## src/rtl/audio_pkg.sv

```systemverilog
// Shared definitions for the audio IIR filter slice.
// Holds the default sample/coefficient widths and the filter state encoding
// so the top level and any future siblings agree on them.
package audio_pkg;

   localparam int DefaultDataWidth  = 12;
   localparam int DefaultCoeffWidth = 8;

   typedef enum logic [1:0] {
      IDLE   = 2'd0,
      DIFF   = 2'd1,
      MULT   = 2'd2,
      UPDATE = 2'd3
   } filter_state_e;

endpackage

```

## src/rtl/shift_add_multiplier.sv

```systemverilog
// Serial shift-and-add multiplier: signed multiplicand times unsigned multiplier,
// one multiplier bit per clock, least significant bit first.
// Ports:
//   clk, reset    - system clock, synchronous active-high reset
//   start         - one-cycle pulse: latch operands, clear accumulator and bit counter
//   multiplicand  - signed operand (MultiplicandWidth bits)
//   multiplier    - unsigned operand (MultiplierWidth bits)
//   product       - signed accumulator, full width, valid the cycle after done
//   done          - high during the cycle the last partial product is being added
module shift_add_multiplier #(
   parameter int MultiplicandWidth = 13,
   parameter int MultiplierWidth   = 8
) (
   input  logic                                               clk,
   input  logic                                               reset,
   input  logic                                               start,
   input  logic signed [MultiplicandWidth-1:0]                multiplicand,
   input  logic        [MultiplierWidth-1:0]                  multiplier,
   output logic signed [MultiplicandWidth+MultiplierWidth-1:0] product,
   output logic                                               done
);

   localparam int ProductWidth = MultiplicandWidth + MultiplierWidth;
   localparam int CountWidth   = (MultiplierWidth > 1) ? $clog2(MultiplierWidth) : 1;
   localparam logic [CountWidth-1:0] LastBit = CountWidth'(MultiplierWidth - 1);

   logic signed [ProductWidth-1:0] acc;
   logic signed [ProductWidth-1:0] mcand_shift;
   logic        [MultiplierWidth-1:0] mplier_shift;
   logic        [CountWidth-1:0] bit_cnt;
   logic                         running;

   // The multiplicand is pre-shifted one place per cycle so bit i of the
   // multiplier always pairs with multiplicand << i without a barrel shifter.
   always_ff @(posedge clk) begin
      if (reset) begin
         acc          <= '0;
         mcand_shift  <= '0;
         mplier_shift <= '0;
         bit_cnt      <= '0;
         running      <= 1'b0;
      end else if (start) begin
         acc          <= '0;
         mcand_shift  <= {{MultiplierWidth{multiplicand[MultiplicandWidth-1]}}, multiplicand};
         mplier_shift <= multiplier;
         bit_cnt      <= '0;
         running      <= 1'b1;
      end else if (running) begin
         if (mplier_shift[0]) begin
            acc <= acc + mcand_shift;
         end
         mcand_shift  <= mcand_shift <<< 1;
         mplier_shift <= mplier_shift >> 1;
         bit_cnt      <= bit_cnt + 1'b1;
         if (bit_cnt == LastBit) begin
            running <= 1'b0;
         end
      end
   end

   assign product = acc;
   assign done    = running && (bit_cnt == LastBit);

endmodule

```

## src/rtl/audio_iir_filter.sv

```systemverilog
// One-pole low-pass audio filter between the ADC and DAC sides of an I2S
// controller: y = yPrev + ((alpha * (x - yPrev)) >>> CoeffWidth), saturated.
// Ports:
//   clk, reset    - system clock, synchronous active-high reset
//   coeff         - alpha, unsigned Q0.CoeffWidth, captured on accept
//   bypass        - pass the sample straight through, captured on accept
//   clearOverrun  - clears the sticky overrun flag
//   inData/inValid   - incoming signed sample and its one-cycle strobe
//   outData/outValid - filtered signed sample and its one-cycle strobe
//   busy          - high whenever a sample is being processed
//   overrun       - sticky: a sample arrived while busy and was dropped
module audio_iir_filter
   import audio_pkg::*;
#(
   parameter int DataWidth  = DefaultDataWidth,
   parameter int CoeffWidth = DefaultCoeffWidth
) (
   input  logic                        clk,
   input  logic                        reset,
   input  logic        [CoeffWidth-1:0] coeff,
   input  logic                        bypass,
   input  logic                        clearOverrun,
   input  logic signed [DataWidth-1:0] inData,
   input  logic                        inValid,
   output logic signed [DataWidth-1:0] outData,
   output logic                        outValid,
   output logic                        busy,
   output logic                        overrun
);

   localparam int ProductWidth = DataWidth + 1 + CoeffWidth;
   localparam logic signed [ProductWidth-1:0] SatMax = ProductWidth'((2 ** (DataWidth - 1)) - 1);
   localparam logic signed [ProductWidth-1:0] SatMin = ProductWidth'(-(2 ** (DataWidth - 1)));

   filter_state_e state;

   logic signed [DataWidth-1:0]    x_reg;
   logic signed [DataWidth-1:0]    y_prev;
   logic        [CoeffWidth-1:0]   alpha_reg;
   logic                           bypass_reg;

   logic signed [DataWidth:0]      diff;
   logic                           mult_start;
   logic signed [ProductWidth-1:0] product;
   logic                           mult_done;
   logic signed [ProductWidth-1:0] shifted;
   logic signed [ProductWidth-1:0] sum;
   logic signed [DataWidth-1:0]    filtered;
   logic signed [DataWidth-1:0]    next_y;

   // One extra bit keeps x - yPrev exact for full-scale inputs of opposite sign.
   assign diff = {x_reg[DataWidth-1], x_reg} - {y_prev[DataWidth-1], y_prev};

   // The multiplier latches diff and clears itself during DIFF.
   assign mult_start = (state == DIFF);

   shift_add_multiplier #(
      .MultiplicandWidth(DataWidth + 1),
      .MultiplierWidth  (CoeffWidth)
   ) u_mult (
      .clk         (clk),
      .reset       (reset),
      .start       (mult_start),
      .multiplicand(diff),
      .multiplier  (alpha_reg),
      .product     (product),
      .done        (mult_done)
   );

   // Arithmetic shift floors toward negative infinity; no rounding is applied.
   assign shifted = product >>> CoeffWidth;
   assign sum     = {{(CoeffWidth + 1){y_prev[DataWidth-1]}}, y_prev} + shifted;

   // Clamp the sum into the signed sample range before it becomes state.
   always_comb begin
      filtered = sum[DataWidth-1:0];
      if (sum > SatMax) begin
         filtered = {1'b0, {(DataWidth - 1){1'b1}}};
      end else if (sum < SatMin) begin
         filtered = {1'b1, {(DataWidth - 1){1'b0}}};
      end
   end

   assign next_y = bypass_reg ? x_reg : filtered;

   // Sequencer: IDLE accepts a sample, DIFF launches the multiply, MULT waits
   // out the serial bits, UPDATE commits the result. outValid is registered so
   // it pulses in the cycle after UPDATE, when the state is already IDLE again.
   always_ff @(posedge clk) begin
      if (reset) begin
         state      <= IDLE;
         x_reg      <= '0;
         y_prev     <= '0;
         alpha_reg  <= '0;
         bypass_reg <= 1'b0;
         outData    <= '0;
         outValid   <= 1'b0;
         overrun    <= 1'b0;
      end else begin
         outValid <= 1'b0;
         case (state)
            IDLE: begin
               if (inValid) begin
                  x_reg      <= inData;
                  alpha_reg  <= coeff;
                  bypass_reg <= bypass;
                  state      <= DIFF;
               end
            end
            DIFF: begin
               state <= MULT;
            end
            MULT: begin
               if (mult_done) begin
                  state <= UPDATE;
               end
            end
            UPDATE: begin
               y_prev   <= next_y;
               outData  <= next_y;
               outValid <= 1'b1;
               state    <= IDLE;
            end
            default: begin
               state <= IDLE;
            end
         endcase

         // A drop in the same cycle as a clear wins, so no drop goes unreported.
         if (inValid && (state != IDLE)) begin
            overrun <= 1'b1;
         end else if (clearOverrun) begin
            overrun <= 1'b0;
         end
      end
   end

   assign busy = (state != IDLE);

endmodule

```

## config.mk

```make
export PLATFORM = sky130hd
export DESIGN_NAME = audio_iir_filter
export DESIGN_NICKNAME = d
export VERILOG_FILES = /design/src/rtl/audio_pkg.sv /design/src/rtl/shift_add_multiplier.sv /design/src/rtl/audio_iir_filter.sv
export SDC_FILE = /design/constraint.sdc
export NUM_CORES = 1
export LEC_CHECK = 0
export BUFFER_PORTS_ARGS = -buffer_cell sky130_fd_sc_hd__buf_2
export CAP_MARGIN = 20
export CORE_MARGIN = 2
export CORE_UTILIZATION = 35
export CTS_BUF_LIST = sky130_fd_sc_hd__clkbuf_2
export DETAILED_ROUTE_END_ITERATION = 7
export GPL_TIMING_DRIVEN = 0
export PLACE_DENSITY = 0.52
export SYNTH_ARGS = -nofsm -noshare
export SYNTH_HDL_FRONTEND = slang
export SYNTH_SLANG_ARGS = --single-unit
```

## constraint.sdc

```tcl
create_clock -name clk -period 4.3 [get_ports clk]
set_input_delay 0.645 -clock clk [delete_from_list [all_inputs] [get_ports clk]]
set_output_delay 0.645 -clock clk [all_outputs]
set_load 0.01 [all_outputs]
```

==> results.md, run 1 <==
- The run finished with clean final reports.
- The critical path goes through ha_1 -> inv_1 -> fa_1 -> nand2b_1 -> a21oi_1 -> o31ai_1 -> a21boi_1 -> o2bb2ai_2 -> a211oi_4 -> or3b_1 -> o211ai_1.
- The critical path is of the reg2reg type.
- The slowest stage of the critical path belongs to the cell sky130_fd_sc_hd__dfxtp_1.
- The placeable core area is 0.0164 mm².
- The via count of the first global-routing pass is about 5100.
- The die is approximately 130 µm tall.
- The leakage power total is ~0.0027 µW.
- The clock tree root buffer cell is sky130_fd_sc_hd__clkbuf_2.
- The number of clock buffers inserted by TritonCTS is 9.
- In this run the worst path has a maximum fanout of 8.
- The startpoint identified for the worst register-to-register timing path is y_prev[0].
- The number of failing hold endpoints at the final stage is 0.
- The synthesis-to-finish area growth is 9.75%.
- The setup-violating endpoint count in the final report is 0.
- The total wirelength of the detailed-routed design is 16300 µm.
- The most area-hungry cell type in the Yosys netlist is sky130_fd_sc_hd__dfxtp_1.
- The met2 usage is 29.4%.
- In this run the tightest slew margin relative to its limit is 43.5%.
- The startpoint identified for the worst hold timing path is inData[9].
- The count of boundary I/O pins is 40.
- The path type of the worst min-delay path is in2reg.
- The remaining number of nets flagged by the antenna check after routing is 0.
- The global routing stage identified its most utilized layer as met2.
- The first global-routing pass estimated between 20000 and 30000 µm of wire.
- The iteration-0 DRC count of the detailed router is 358.
- In the synthesized netlist the async set-or-reset flop fraction comes to 0%.
- The dominant synthesized flop cell is sky130_fd_sc_hd__dfxtp_1.
- The number of register bits inferred by synthesis is roughly 90.
- Clock latency on the worst-skew pair, taken at its later pin, is 0.63 ns.
- In the layout the commonest cells are sky130_fd_sc_hd__nand2_1 (95), sky130_fd_sc_hd__dfxtp_1 (91), sky130_fd_sc_hd__a21oi_1 (87).
- The global-route met1 utilization is 26.2%.
- Sorting the synthesized cells by area gives the leading types as sky130_fd_sc_hd__dfxtp_1 (31%), sky130_fd_sc_hd__ha_1 (11%), sky130_fd_sc_hd__a21oi_1 (7.5%), sky130_fd_sc_hd__nand2_1 (6.1%), sky130_fd_sc_hd__nor2_1 (5.4%).
- Input and output buffers added on the ports amount to 38.
- The number of flops mapped to enable cells by yosys is 0.
- The number of distinct library cells after synthesis is 61.
- The power density over the cells is 442 mW/mm².
- Entering global routing, the biggest net connects 17 pins.
- The mean instance size in the synthesized netlist is 7.77 µm².
- The final layout net count is slightly below 900.
- During synthesis, Yosys emitted a total of 0 warnings.
- Row generation in the floorplan step produced 47 rows.
- Adding up every negative setup slack in the final design gives 0 ns.
- The CTS sink count is 91.
- The largest stage delay on the critical path is 0.48 ns.
- In this run the cell area of the synthesized design comes to between 0.005 and 0.006 mm².
- Excluding fillers, the count of instances in the completed layout stands at 1025.
- The global routing met3 resource utilization is 3.91%.
- STA classifies the critical path startpoint as a flop.
- The maximum clock path buffer count is 2.
- The number of antenna violations at the first check in global routing is 1.
- The start point of the critical path is y_prev[0].
- VDD sags by at most about 0.23 mV.
- For the pin with the worst max-slew slack, the measured transition is around 0.84 ns.
- The detailed-route via count is approximately 5500.
- The number of cells after detailed placement is just over 1000.
- Across the run, the number of max-cap violations was 0.
- The post-route netlist has roughly 8% of its cells at a drive strength greater than 1.
- Dividing the detail-routed via count by the number of cells gives 5.32.
- The most frequent standard cell in the layout excluding fill and tap cells is sky130_fd_sc_hd__nand2_1.
- The top cell type by area accounts for 31.3% of the synthesized area.
- Buffers inserted to repair hold after CTS numbered 0.
- Routability-driven placement finished with a final weighted congestion of 0.868.
- The data required time of the critical path is 4.84 ns.
- Measured along the x axis, the die boundary spans 133 µm.
- The fraction of the cycle the final worst path needs is 75.2%.
- The total chip power is 2830 µW.
- The family with the most delay on the worst path is compound AO/OA/AOI/OAI gates.
- The max-slew violation total from the final report was 0.
- The number of cells produced by synthesis is 750.
- The CTS clock-pin slew for the worst setup and hold paths is roughly 0.27 ns.
- Buffers added to address setup during post-CTS repair amount to 0.
- The post-DP HPWL is 13000 µm.
- The endpoint type of the worst setup path is a flop.
- The initial utilization of the core area, before any placement, comes to 35.5%.
- Setup repair after global routing left no endpoint under its margin.
- After detailed routing, the average wire length per cell comes to ~16 µm.
- The sequential element share of the synthesized area is 31.3%.
- After detailed routing, the number of remaining DRC violations is 0.
- The remaining global-route overflow is 0.
- The pre-antenna-repair detailed-routing pass consisted of 5 iterations.
- For this run, the share of the core covered by cells in the final layout is 39.0%.
- For the worst setup path, the data arrival time is 3.77 ns.
- The worst setup skew after layout is 0.0453 ns.
- The overall die area is 0.0177 mm².
- The worst path buffer plus inverter count is 1.
- The count of instances resized after the clock tree is built is 0.
- For the finished layout, the period the worst path requires is ~3.2 ns.
- The CTS tree is built.
- For this run, the top clock speed supported by timing is between 0.3 and 0.4 GHz.
- The global-route usage over all layers is between 10% and 20%.
- The total number of H-tree levels is 3.
- Synthesis produced a netlist with a net count of about 830.
[worst paths after layout]
check	endpoint	slack [ns]	depth (start not counted)
max	y_prev[6]	1.07	11
min	x_reg[9]	0.21	3
max reg2reg	y_prev[6]	1.07	11
min reg2reg	alpha_reg[2]	0.48	2
[worst reg2reg max path: cells and delay by family (launching register included)]
family,cells,cell delay (ns)
buf+inv,1,0.07
flops,1,0.48
fa+ha+maj,2,0.67
compound gates,6,1.37
simple gates,2,0.59
[synth_stat cells, types with 15 or more instances]
master,n
sky130_fd_sc_hd__nand2_1,95
sky130_fd_sc_hd__dfxtp_1,91
sky130_fd_sc_hd__a21oi_1,87
sky130_fd_sc_hd__nor2_1,84
sky130_fd_sc_hd__ha_1,51
sky130_fd_sc_hd__inv_1,40
sky130_fd_sc_hd__clkbuf_1,26
sky130_fd_sc_hd__o21ai_0,26
sky130_fd_sc_hd__a211oi_1,22
sky130_fd_sc_hd__nor3_1,22
sky130_fd_sc_hd__mux2i_1,15
sky130_fd_sc_hd__nor2b_1,15
sky130_fd_sc_hd__xor2_1,15
[logic make-up (layout without fill, tap and decap cells)]
family                   Yosys count  in the layout  synth area share [%]
AND/OR/NAND/NOR                  273            273                  21.3
AO/OA/AOI/OAI                    220            220                  24.4
XOR/XNOR                          26             26                  3.91
adder cells (fa/ha/maj)           54             54                  12.0
other                              0              1                     0
buffers and inverters             71            125                  4.57
flip-flops                        91             91                  31.3
multiplexers                      15             15                  2.58
[layout make-up]
| class | instances | area (µm²) |
|---|---|---|
| timing repair buffer | 38 | 190 |
| inverter | 40 | 150 |
| sequential | 91 | 1820 |
| multi-input combinational | 588 | 3740 |
| antenna | 1 | 2.50 |
| clock inverter | 6 | 50.0 |
| fill | 1724 | 10000 |
| tap | 220 | 275 |
| buffer | 31 | 116 |
| clock buffer | 10 | 50.0 |
[per-layer routing]
layer	up-vias	part of all wire, %
li1	2757	-
met1	2543	49
met2	134	44
met3	16	5.1
met4	0	1.6
met5	-	0
[where the power goes]
part	switching, µW	internal [µW]	total (µW)
clock	328	84.8	413
combinational	782	489	1270
sequential	147	996	1140
total	1260	1570	2830
[per-stage QoR]
step / setup slack (ns) / instance area [µm²] / hold WS, ns
after floorplan: 1.60 / 5830 / 0.436
after global placement: 1.17 / 6290 / 0.448
after detailed placement: 1.14 / 6290 / 0.453
after CTS: 1.07 / 6390 / 0.130
after global routing: 0.876 / 6390 / 0.127
final: 1.07 / 6390 / 0.211
(Power assumes the default switching activity.)
==> inputs of run 2 (changes only) <==
--- a/config.mk
+++ b/config.mk
@@ -5,6 +5,7 @@
 export SDC_FILE = /design/constraint.sdc
 export NUM_CORES = 1
 export LEC_CHECK = 0
+export ABC_AREA = 1
 export BUFFER_PORTS_ARGS = -buffer_cell sky130_fd_sc_hd__buf_2
 export CAP_MARGIN = 20
 export CORE_MARGIN = 2
==> constraint.sdc (replaced) <==
create_clock -name clk -period 3.25 [get_ports clk]
set_input_delay 0.4875 -clock clk [delete_from_list [all_inputs] [get_ports clk]]
set_output_delay 0.4875 -clock clk [all_outputs]
set_load 0.01 [all_outputs]
==> run 2 against run 1 <==
- non-clock buffer count up 6
- die area increased by 7.5%
- critical path depth grew 5
- sequential share of layout area fell by 2.1 points
- sequential cell count stayed put
- via count rose by 11%
- routed wire length increased by 14%
- fmax grew 24%
- sequential power up 46%
- design area is 8.0% higher
- worst hold slack worse by 0.14 ns
- synthesized cell count increased by 24%
- critical endpoint is now y_prev[10]
- largest power group unchanged
==> results.md, run 2 <==
- The number of hold buffers added after CTS is 3 (was 0).
- The initial core utilization was 36.0% (was 35.5%).
- The mean routed wirelength per cell is 15.3 µm (was 15.9 µm).
- The y dimension of the die is 138 µm (was 133 µm).
- The endpoint type of the worst setup path is a flop (unchanged).
- The count of max-cap constraint violations came to 0 (unchanged).
- The switching power total is 2340 µW (was 1260 µW).
- The count of instances resized after the clock tree is built is 0 (unchanged).
- Synth top cells by count: sky130_fd_sc_hd__nand2_1 (216), sky130_fd_sc_hd__inv_1 (110), sky130_fd_sc_hd__a21oi_1 (91), sky130_fd_sc_hd__dfxtp_1 (91), sky130_fd_sc_hd__o21ai_0 (81) (was sky130_fd_sc_hd__nand2_1 (95), sky130_fd_sc_hd__dfxtp_1 (91), sky130_fd_sc_hd__a21oi_1 (87)).
- The horizontal die dimension is 138 µm (was 133 µm).
- The worst setup skew after layout is 0.0451 ns (was 0.0453 ns).
- The register share of total power is 35.1% (was 40.4%).
- Unrepaired setup endpoints after global routing: false (unchanged).
- The adder and majority cell fraction of the synthesized area came to 11.1% (was 12.0%).
- The leakage power total is 0.00333 µW (was 0.00269 µW).
- The most common cell in the synthesized netlist is sky130_fd_sc_hd__nand2_1 (unchanged).
- The most frequent standard cell in the layout excluding fill and tap cells is sky130_fd_sc_hd__nand2_1 (unchanged).
- The via count of the first global-routing pass was 5581 (was 5084).
- The global-route usage over all layers was 20.4% (was 18.8%).
- The minimum period implied by the final worst setup slack is 2.61 ns (was 3.23 ns).
- The final standard cell utilization of the core is 39.7% (was 39.0%).
- The number of distinct library cells after synthesis is 42 (was 61).
- The first-pass GRT wire length came to 29300 µm (was 26400 µm).
- Top library cells by usage in the layout, fill and taps aside: sky130_fd_sc_hd__nand2_1 (216), sky130_fd_sc_hd__inv_1 (110), sky130_fd_sc_hd__a21oi_1 (91), sky130_fd_sc_hd__dfxtp_1 (91), sky130_fd_sc_hd__o21ai_0 (81) (was sky130_fd_sc_hd__nand2_1 (95), sky130_fd_sc_hd__dfxtp_1 (91), sky130_fd_sc_hd__a21oi_1 (87)).
- The finished layout cell area came to 0.00691 mm² (was 0.00639 mm²).
- The total wirelength of the detailed-routed design is 18600 µm (was 16300 µm).
- Top cells by area, synth: sky130_fd_sc_hd__dfxtp_1 (29%), sky130_fd_sc_hd__nand2_1 (13%), sky130_fd_sc_hd__ha_1 (10%), sky130_fd_sc_hd__a21oi_1 (7.3%), sky130_fd_sc_hd__inv_1 (6.6%) (was sky130_fd_sc_hd__dfxtp_1 (31%), sky130_fd_sc_hd__ha_1 (11%), sky130_fd_sc_hd__a21oi_1 (7.5%), sky130_fd_sc_hd__nand2_1 (6.1%), sky130_fd_sc_hd__nor2_1 (5.4%)).
- The largest stage delay on the critical path came to 0.48 ns (about the same).
- The net count of the mapped netlist is 1007 (was 829).
- The mean instance size in the synthesized netlist is 6.76 µm² (was 7.77 µm²).
- The logic gate share of total power was 52.1% (was 45.0%).
- The synthesis-to-finish area growth is 10.0% (was 9.75%).
- The path type of the worst min-delay path is in2reg (unchanged).
- The internal power of the cells is 2380 µW (was 1570 µW).
- The largest net degree at the start of global routing is 20 (was 17).
- The post-DP HPWL came to 14800 µm (was 13000 µm).
- The maximum net fanout on the critical path came to 10 (was 8).
- The main combinational cell family by area after synthesis is simple AND/OR/NAND/NOR gates (was compound AO/OA/AOI/OAI gates).
- The total number of H-tree levels is 3 (unchanged).
- The number of register bits inferred by synthesis is 91 (unchanged).
- The fraction of the cycle the final worst path needs is 80.4% (was 75.2%).
- The count of buffers added by post-CTS timing repair for setup is 0 (unchanged).
- The data arrival time of the critical path is 3.18 ns (was 3.77 ns).
- The sequential element share of the synthesized area is 29.0% (was 31.3%).
- The maximum frequency from static timing analysis is 0.382 GHz (was 0.309 GHz).
- The max-slew violation total from the final report is 0 (unchanged).
- The worst setup slack before clock tree synthesis was 0.656 ns (was 1.14 ns).
- The critical path class was reg2reg (unchanged).
- The number of DRC violations after detailed routing came to 0 (unchanged).
- The CTS clock-pin slew for the worst setup and hold paths came to 0.31 ns (was 0.27 ns).
- The data required time of the critical path is 3.82 ns (was 4.84 ns).
- The share of the synthesized area in the top cell type came to 29.0% (was 31.3%).
- The number of cells produced by synthesis is 928 (was 750).
- The routability congestion estimate from global placement is 0.877 (was 0.868).
- The final critical-path setup slack is 0.635 ns (was 1.07 ns).
- The CTS tree is built (unchanged).
- The fraction of final layout cells sized beyond drive strength 1 is 10.0% (was 8.08%).
- The synthesis warning total is 0 (unchanged).
- The detailed-route via count is 6029 (was 5450).
- The largest voltage drop on the vdd net came to 0.368 mV (was 0.228 mV).
- The setup-violating endpoint count in the final report was 0 (unchanged).
- The remaining global-route overflow is 0 (unchanged).
- The CTS sink count came to 91 (unchanged).
- The parity-gate share of the synthesized area counting xor and xnor cells came to 3.63% (was 3.91%).
- The overall die area was 0.0190 mm² (was 0.0177 mm²).
- The number of clock buffers inserted by TritonCTS is 9 (unchanged).
- The maximum clock path buffer count is 2 (unchanged).
- Cell-by-cell listing of the critical path: ha_1 -> inv_1 -> fa_1 -> inv_1 -> nand3_1 -> nand2_1 -> nand3_2 -> nand3_2 -> nand2_1 -> nand2_1 -> nand2_1 -> a21oi_2 -> buf_6 -> nand2_1 -> nand2_1 -> a21oi_2 (was ha_1 -> inv_1 -> fa_1 -> nand2b_1 -> a21oi_1 -> o31ai_1 -> a21boi_1 -> o2bb2ai_2 -> a211oi_4 -> or3b_1 -> o211ai_1).
- The number of antenna violations at the first check in global routing came to 1 (unchanged).
- The clock tree root buffer cell is sky130_fd_sc_hd__clkbuf_2 (unchanged).
- The type of origin of the critical path is a flop (unchanged).
- The power density over the cells is 685 mW/mm² (was 442 mW/mm²).
- The final layout net count was 1060 (was 878).
- The total chip power is 4730 µW (was 2830 µW).
- The number of failing hold endpoints at the final stage is 0 (unchanged).
- The first-pass detailed-route iteration total came to 5 (unchanged).
- The site row count is 48 (was 47).
- The synthesized-area fraction occupied by ao, oa, aoi and oai cells came to 20.7% (was 24.4%).
- The async set or reset register ratio after synthesis is 0% (unchanged).
- The normalized max-slew margin is 55.1% (was 43.5%).
- The most common cell type on the critical path is sky130_fd_sc_hd__nand2_1.
- The quantity of I/O buffers inserted on ports is 39 (was 38).
- The count of boundary I/O pins is 40 (unchanged).
- The most area-hungry cell type in the Yosys netlist is sky130_fd_sc_hd__dfxtp_1 (unchanged).
- The number of fill cells is 1912 (was 1724).
- The transition time at the pin with the least slew margin is 0.674 ns (was 0.842 ns).
- The setup TNS is 0 ns (unchanged).
- The clock latency on the worst-skew pair came to 0.63 ns (about the same).
- The slowest stage cell on the critical path was sky130_fd_sc_hd__dfxtp_1 (unchanged).
- The placeable core area is 0.0174 mm² (was 0.0164 mm²).
- The part of the power in the clock network is 12.9% (was 14.6%).
- The summed instance area of the synthesized netlist is 0.00628 mm² (was 0.00583 mm²).
- The fraction of the mapped netlist area in simple logic gates is 25.7% (was 21.3%).
- Status: finished clean (unchanged).
- The remaining number of nets flagged by the antenna check after routing is 0 (unchanged).
- The number of flops mapped to enable cells by yosys is 0 (unchanged).
- The post-detailed-placement cell area was 0.00675 mm² (was 0.00629 mm²).
- The dominant synthesized flop cell is sky130_fd_sc_hd__dfxtp_1 (unchanged).
- The number of vias per cell is 4.97 (was 5.32).
- The switching share of total power is 49.6% (was 44.5%).
- The iteration-0 DRC count of the detailed router is 327 (was 358).
- The multiplexer fraction of the synthesized cell area is 0% (was 2.58%).
run 2: layout make-up:
class                      instances  area (µm²)  area share [%]
antenna                            1        2.50          0.0362
timing repair buffer              42         225            3.26
multi-input combinational        690        3840            55.5
tap                              225         282            4.08
sequential                        91        1820            26.4
buffer                            33         191            2.77
inverter                         114         428            6.19
clock inverter                     7        76.3            1.10
clock buffer                       9        45.0           0.652
run 2: per-stage QoR:
step	std cells	hold slack, ns
floorplan	928	0.437
global placement	1192	0.458
detailed placement	1192	0.453
CTS	1211	0.00116
global route	1212	0.0128
finish	1212	0.0695
run 2: worst max-delay path, delay by kind of cell, from the launching register on:
kind | cells | cell delay, ns
simple gates | 9 | 0.81
compound gates | 2 | 0.27
fa+ha+maj | 2 | 0.65
buf+inv | 3 | 0.34
flops | 1 | 0.48
run 2: power groups by stage:
stage          clock network (µW)  registers, µW  logic [µW]
2_1_floorplan                   0           1570        1800
3_3_place_gp                    0           1680        2440
3_5_place_dp                    0           1680        2450
4_1_cts                       639           1650        2460
5_1_grt                       678           1690        2800
6_report                      608           1660        2460
run 2: kinds of logic after synthesis:
kind of cell,after synthesis
flops,91
xor+xnor,26
buf+inv,147
simple gates,382
fa+ha+maj,54
compound gates,228
run 2: routing by layer:
layer  wire length [µm]  GRT usage [%]  part of all wire, %
met1               9360           28.5                   50
met2               8390           33.2                   45
met3                587           2.67                  3.2
met4                261           4.99                  1.4
met5                  0              0                    0
run 2: final timing paths:
path	slack (ns)	endpoint	from	cells after the start
max	0.64	y_prev[10]	y_prev[0]	16
min	0.07	alpha_reg[6]	coeff[6]	3
max reg2reg	0.64	y_prev[10]	y_prev[0]	16
min reg2reg	0.48	u_mult.mplier_shift[4]	u_mult.mplier_shift[4]	2
==> inputs of run 3 (changes only) <==
--- a/config.mk
+++ b/config.mk
@@ -5,7 +5,7 @@
 export SDC_FILE = /design/constraint.sdc
 export NUM_CORES = 1
 export LEC_CHECK = 0
-export ABC_AREA = 1
+export ABC_AREA = 0
 export BUFFER_PORTS_ARGS = -buffer_cell sky130_fd_sc_hd__buf_2
 export CAP_MARGIN = 20
 export CORE_MARGIN = 2
@@ -13,7 +13,7 @@
 export CTS_BUF_LIST = sky130_fd_sc_hd__clkbuf_2
 export DETAILED_ROUTE_END_ITERATION = 7
 export GPL_TIMING_DRIVEN = 0
-export PLACE_DENSITY = 0.52
+export PLACE_DENSITY = 0.54
 export SYNTH_ARGS = -nofsm -noshare
 export SYNTH_HDL_FRONTEND = slang
 export SYNTH_SLANG_ARGS = --single-unit
==> constraint.sdc (replaced) <==
create_clock -name clk -period 2.3 [get_ports clk]
set_input_delay 0.345 -clock clk [delete_from_list [all_inputs] [get_ports clk]]
set_output_delay 0.345 -clock clk [all_outputs]
set_load 0.01 [all_outputs]
==> run 3 against run 2 <==
- the flow now finishes with violations (setup timing)
- clock skew up 0.0045 ns
- critical path depth down 7
- routed wire length down 8.4%
- sequential cell count unchanged
- clock power up 74%
- first-iteration DRC count down 5.5%
- power up 26%
- critical endpoint is now y_prev[9]
- combinational power up 13%
- design area up 10%
- highest routed layer unchanged
- worst setup slack worse by 0.97 ns
==> results.md, run 3 (synthesis results as in run 1) <==
- The CTS clock-pin slew for the worst setup and hold paths is 0.27 ns (was 0.31 ns).
- The first-pass detailed-route iteration total is 5 (unchanged).
- The detailed-route via count is 5545 (was 6029).
- The number of cells after detailed placement was 1008 (was 1192).
- The post-detailed-placement cell area came to 0.00636 mm² (was 0.00675 mm²).
- The fraction of final layout cells sized beyond drive strength 1 was 24.7% (was 10.0%).
- The count of max-cap constraint violations is 0 (unchanged).
- The number of vias per cell came to 5.10 (was 4.97).
- The data required time of the critical path is 2.80 ns (was 3.82 ns).
- The remaining number of nets flagged by the antenna check after routing is 0 (unchanged).
- The number of failing hold endpoints at the final stage is 0 (unchanged).
- The total number of H-tree levels is 3 (unchanged).
- The fraction of the cycle the final worst path needs came to 114% (was 80.4%).
- The critical path class is reg2reg (unchanged).
- The data arrival time of the critical path came to 3.13 ns (was 3.18 ns).
- The placeable core area is 0.0164 mm² (was 0.0174 mm²).
- The y dimension of the die is 133 µm (was 138 µm).
- The worst setup slack before clock tree synthesis was -0.527 ns (was 0.656 ns).
- The routability congestion estimate from global placement is 0.806 (was 0.877).
- The final critical-path setup slack came to -0.330 ns (was 0.635 ns).
- The combined area of the multi-input logic cells came to 0.00425 mm² (was 0.00384 mm²).
- The endpoint type of the worst setup path is a flop (unchanged).
- The horizontal die dimension came to 133 µm (was 138 µm).
- The minimum period implied by the final worst setup slack was 2.63 ns (was 2.61 ns).
- The largest voltage drop on the vdd net is 0.516 mV (was 0.368 mV).
- The final cell count without fillers is 1088 (was 1212).
- The clock tree root buffer cell is sky130_fd_sc_hd__clkbuf_2 (unchanged).
- The register area was 0.00189 mm² (was 0.00182 mm²).
- The endpoint of the lowest-slack register-to-register path is y_prev[9] (was y_prev[10]).
- The path type of the worst min-delay path is in2reg (unchanged).
- The maximum frequency from static timing analysis is 0.380 GHz (was 0.382 GHz).
- The number of clock buffers inserted by TritonCTS is 9 (unchanged).
- The clock latency on the worst-skew pair is 0.61 ns (was 0.63 ns).
- The final layout net count is 941 (was 1060).
- The max-slew violation total from the final report was 0 (unchanged).
- The transition time at the pin with the least slew margin is 0.692 ns (was 0.674 ns).
- The worst setup path endpoint was y_prev[9] (was y_prev[10]).
- The worst setup skew after layout is 0.0496 ns (was 0.0451 ns).
- The CTS sink count is 91 (unchanged).
- The remaining global-route overflow is 0 (unchanged).
- The synthesis-to-finish area growth came to 30.6% (was 10.0%).
- The start point of the critical path is u_mult.product[15] (was y_prev[0]).
- The largest net degree at the start of global routing was 16 (was 20).
- Top library cells by usage in the layout, fill and taps aside: sky130_fd_sc_hd__nand2_1 (95), sky130_fd_sc_hd__nor2_1 (79), sky130_fd_sc_hd__a21oi_1 (76) (was sky130_fd_sc_hd__nand2_1 (216), sky130_fd_sc_hd__inv_1 (110), sky130_fd_sc_hd__a21oi_1 (91), sky130_fd_sc_hd__dfxtp_1 (91), sky130_fd_sc_hd__o21ai_0 (81)).
- The leakage power total is 0.00305 µW (was 0.00333 µW).
- The most frequent standard cell in the layout excluding fill and tap cells is sky130_fd_sc_hd__nand2_1 (unchanged).
- Unrepaired setup endpoints after global routing: true (was false).
- The first-pass GRT wire length is 27400 µm (was 29300 µm).
- The global-route usage over all layers is 19.5% (was 20.4%).
- The finished layout cell area is 0.00761 mm² (was 0.00691 mm²).
- The maximum net fanout on the critical path is 6 (was 10).
- The maximum clock path buffer count is 2 (unchanged).
- The overall die area is 0.0177 mm² (was 0.0190 mm²).
- The normalized max-slew margin is 53.9% (was 55.1%).
- The setup-violating endpoint count in the final report is 20 (was 0).
- The number of antenna violations at the first check in global routing was 1 (unchanged).
- The launch instance of the worst register-to-register path is u_mult.product[15] (was y_prev[0]).
- The type of origin of the critical path is a flop (unchanged).
- The total wirelength of the detailed-routed design is 17000 µm (was 18600 µm).
- The register-to-register setup slack was -0.33 ns (was 0.64 ns).
- The number of DRC violations after detailed routing came to 0 (unchanged).
- The power density over the cells is 785 mW/mm² (was 685 mW/mm²).
- The post-DP HPWL came to 12600 µm (was 14800 µm).
- The worst-case reg-to-reg path depth is 9 (was 16).
- The final reports fail on setup timing.
- The quantity of I/O buffers inserted on ports is 38 (was 39).
- The number of fill cells is 1619 (was 1912).
- The CTS tree is built (unchanged).
- The mean routed wirelength per cell was 15.7 µm (was 15.3 µm).
- The via count of the first global-routing pass came to 5159 (was 5581).
- The site row count is 47 (was 48).
- The initial core utilization is 35.5% (was 36.0%).
- The count of boundary I/O pins was 40 (unchanged).
- The iteration-0 DRC count of the detailed router is 309 (was 327).
- Status: finished with violations (was finished clean).
[run 3: cell count changes in the layout (fill, tap and decap cells not counted), sizes merged, moves of 12 or more]
cell and delta:
nand3 -34, nor2b +15, a211oi +20, buf +35, inv -75, o21ai -51
mux2i +15, a21oi -16, dlygate4sd3 +20, nand2 -128, nor3 +12
[run 3: cell type report]
cell class	count	share of cell area, %
multi-input cells	588	55.8
flip-flops and latches	91	24.9
plain buffers	31	1.56
inverters	40	2.04
diodes	1	0.0329
clock buffers	9	0.592
well taps	220	3.62
repair buffers	101	9.95
clock inverters	7	1.51
[run 3: critical path, cell delays in order, from the launching register on]
cell	delay, ns
sky130_fd_sc_hd__dfxtp_4	0.43
sky130_fd_sc_hd__ha_4	0.26
sky130_fd_sc_hd__a21o_1	0.17
sky130_fd_sc_hd__a21o_1	0.21
sky130_fd_sc_hd__o31ai_4	0.31
sky130_fd_sc_hd__nand2_4	0.12
sky130_fd_sc_hd__a41o_1	0.29
sky130_fd_sc_hd__a211oi_4	0.36
sky130_fd_sc_hd__a22oi_2	0.14
sky130_fd_sc_hd__o31ai_1	0.23
[run 3: metrics by stage]
stage | TNS (ns) | util, % | hold WS (ns) | power, µW
2_1_floorplan | -0.0700 | - | 0.436 | 3880
3_3_place_gp | -11.08 | 38.8 | 0.449 | 4540
6_report | -3.53 | 46.4 | 0.256 | 5970
3_5_place_dp | -10.85 | 38.8 | 0.451 | 4530
4_1_cts | -3.72 | 43.4 | 0.212 | 5800
5_1_grt | -6.09 | 46.4 | 0.259 | 6420
[run 3: how the worst min path moves through the flow]
stage               cells after the start  slack, ns           endpoint         startpoint
floorplan                               2       0.44  u_mult.product[5]  u_mult.product[5]
global placement                        2       0.45       alpha_reg[7]       alpha_reg[7]
detailed placement                      2       0.45       alpha_reg[5]       alpha_reg[5]
CTS                                     3       0.21          y_prev[3]              reset
global route                            3       0.26          y_prev[3]              reset
finish                                  3       0.26          y_prev[3]              reset
[run 3: where the power goes]
group / total, µW / internal (µW) / switching (µW) / leakage [µW]
registers: 2140 / 1860 / 281 / 0.000757
logic: 2770 / 1150 / 1610 / 0.00221
clock network: 1060 / 465 / 599 / 0.0000899
total: 5970 / 3480 / 2490 / 0.00305
[run 3: repair_timing]
| item | in CTS | in global routing |
|---|---|---|
| pin swaps | 26 | 46 |
| hold buffers | 23 | 0 |
| setup buffers | 18 | 23 |
| gates resized for setup | 58 | 88 |
| setup endpoints to repair | 33 | 42 |
| endpoints found under the hold margin | 22 | 0 |
[run 3: routing by layer]
layer | vias to the layer above | routed length, µm | track usage [%]
met3 | 16 | 419 | 2.34
met5 | - | 0 | 0
met1 | 2570 | 8640 | 27.5
li1 | 2876 | - | -
met4 | 0 | 269 | 6.09
met2 | 83 | 7710 | 30.9
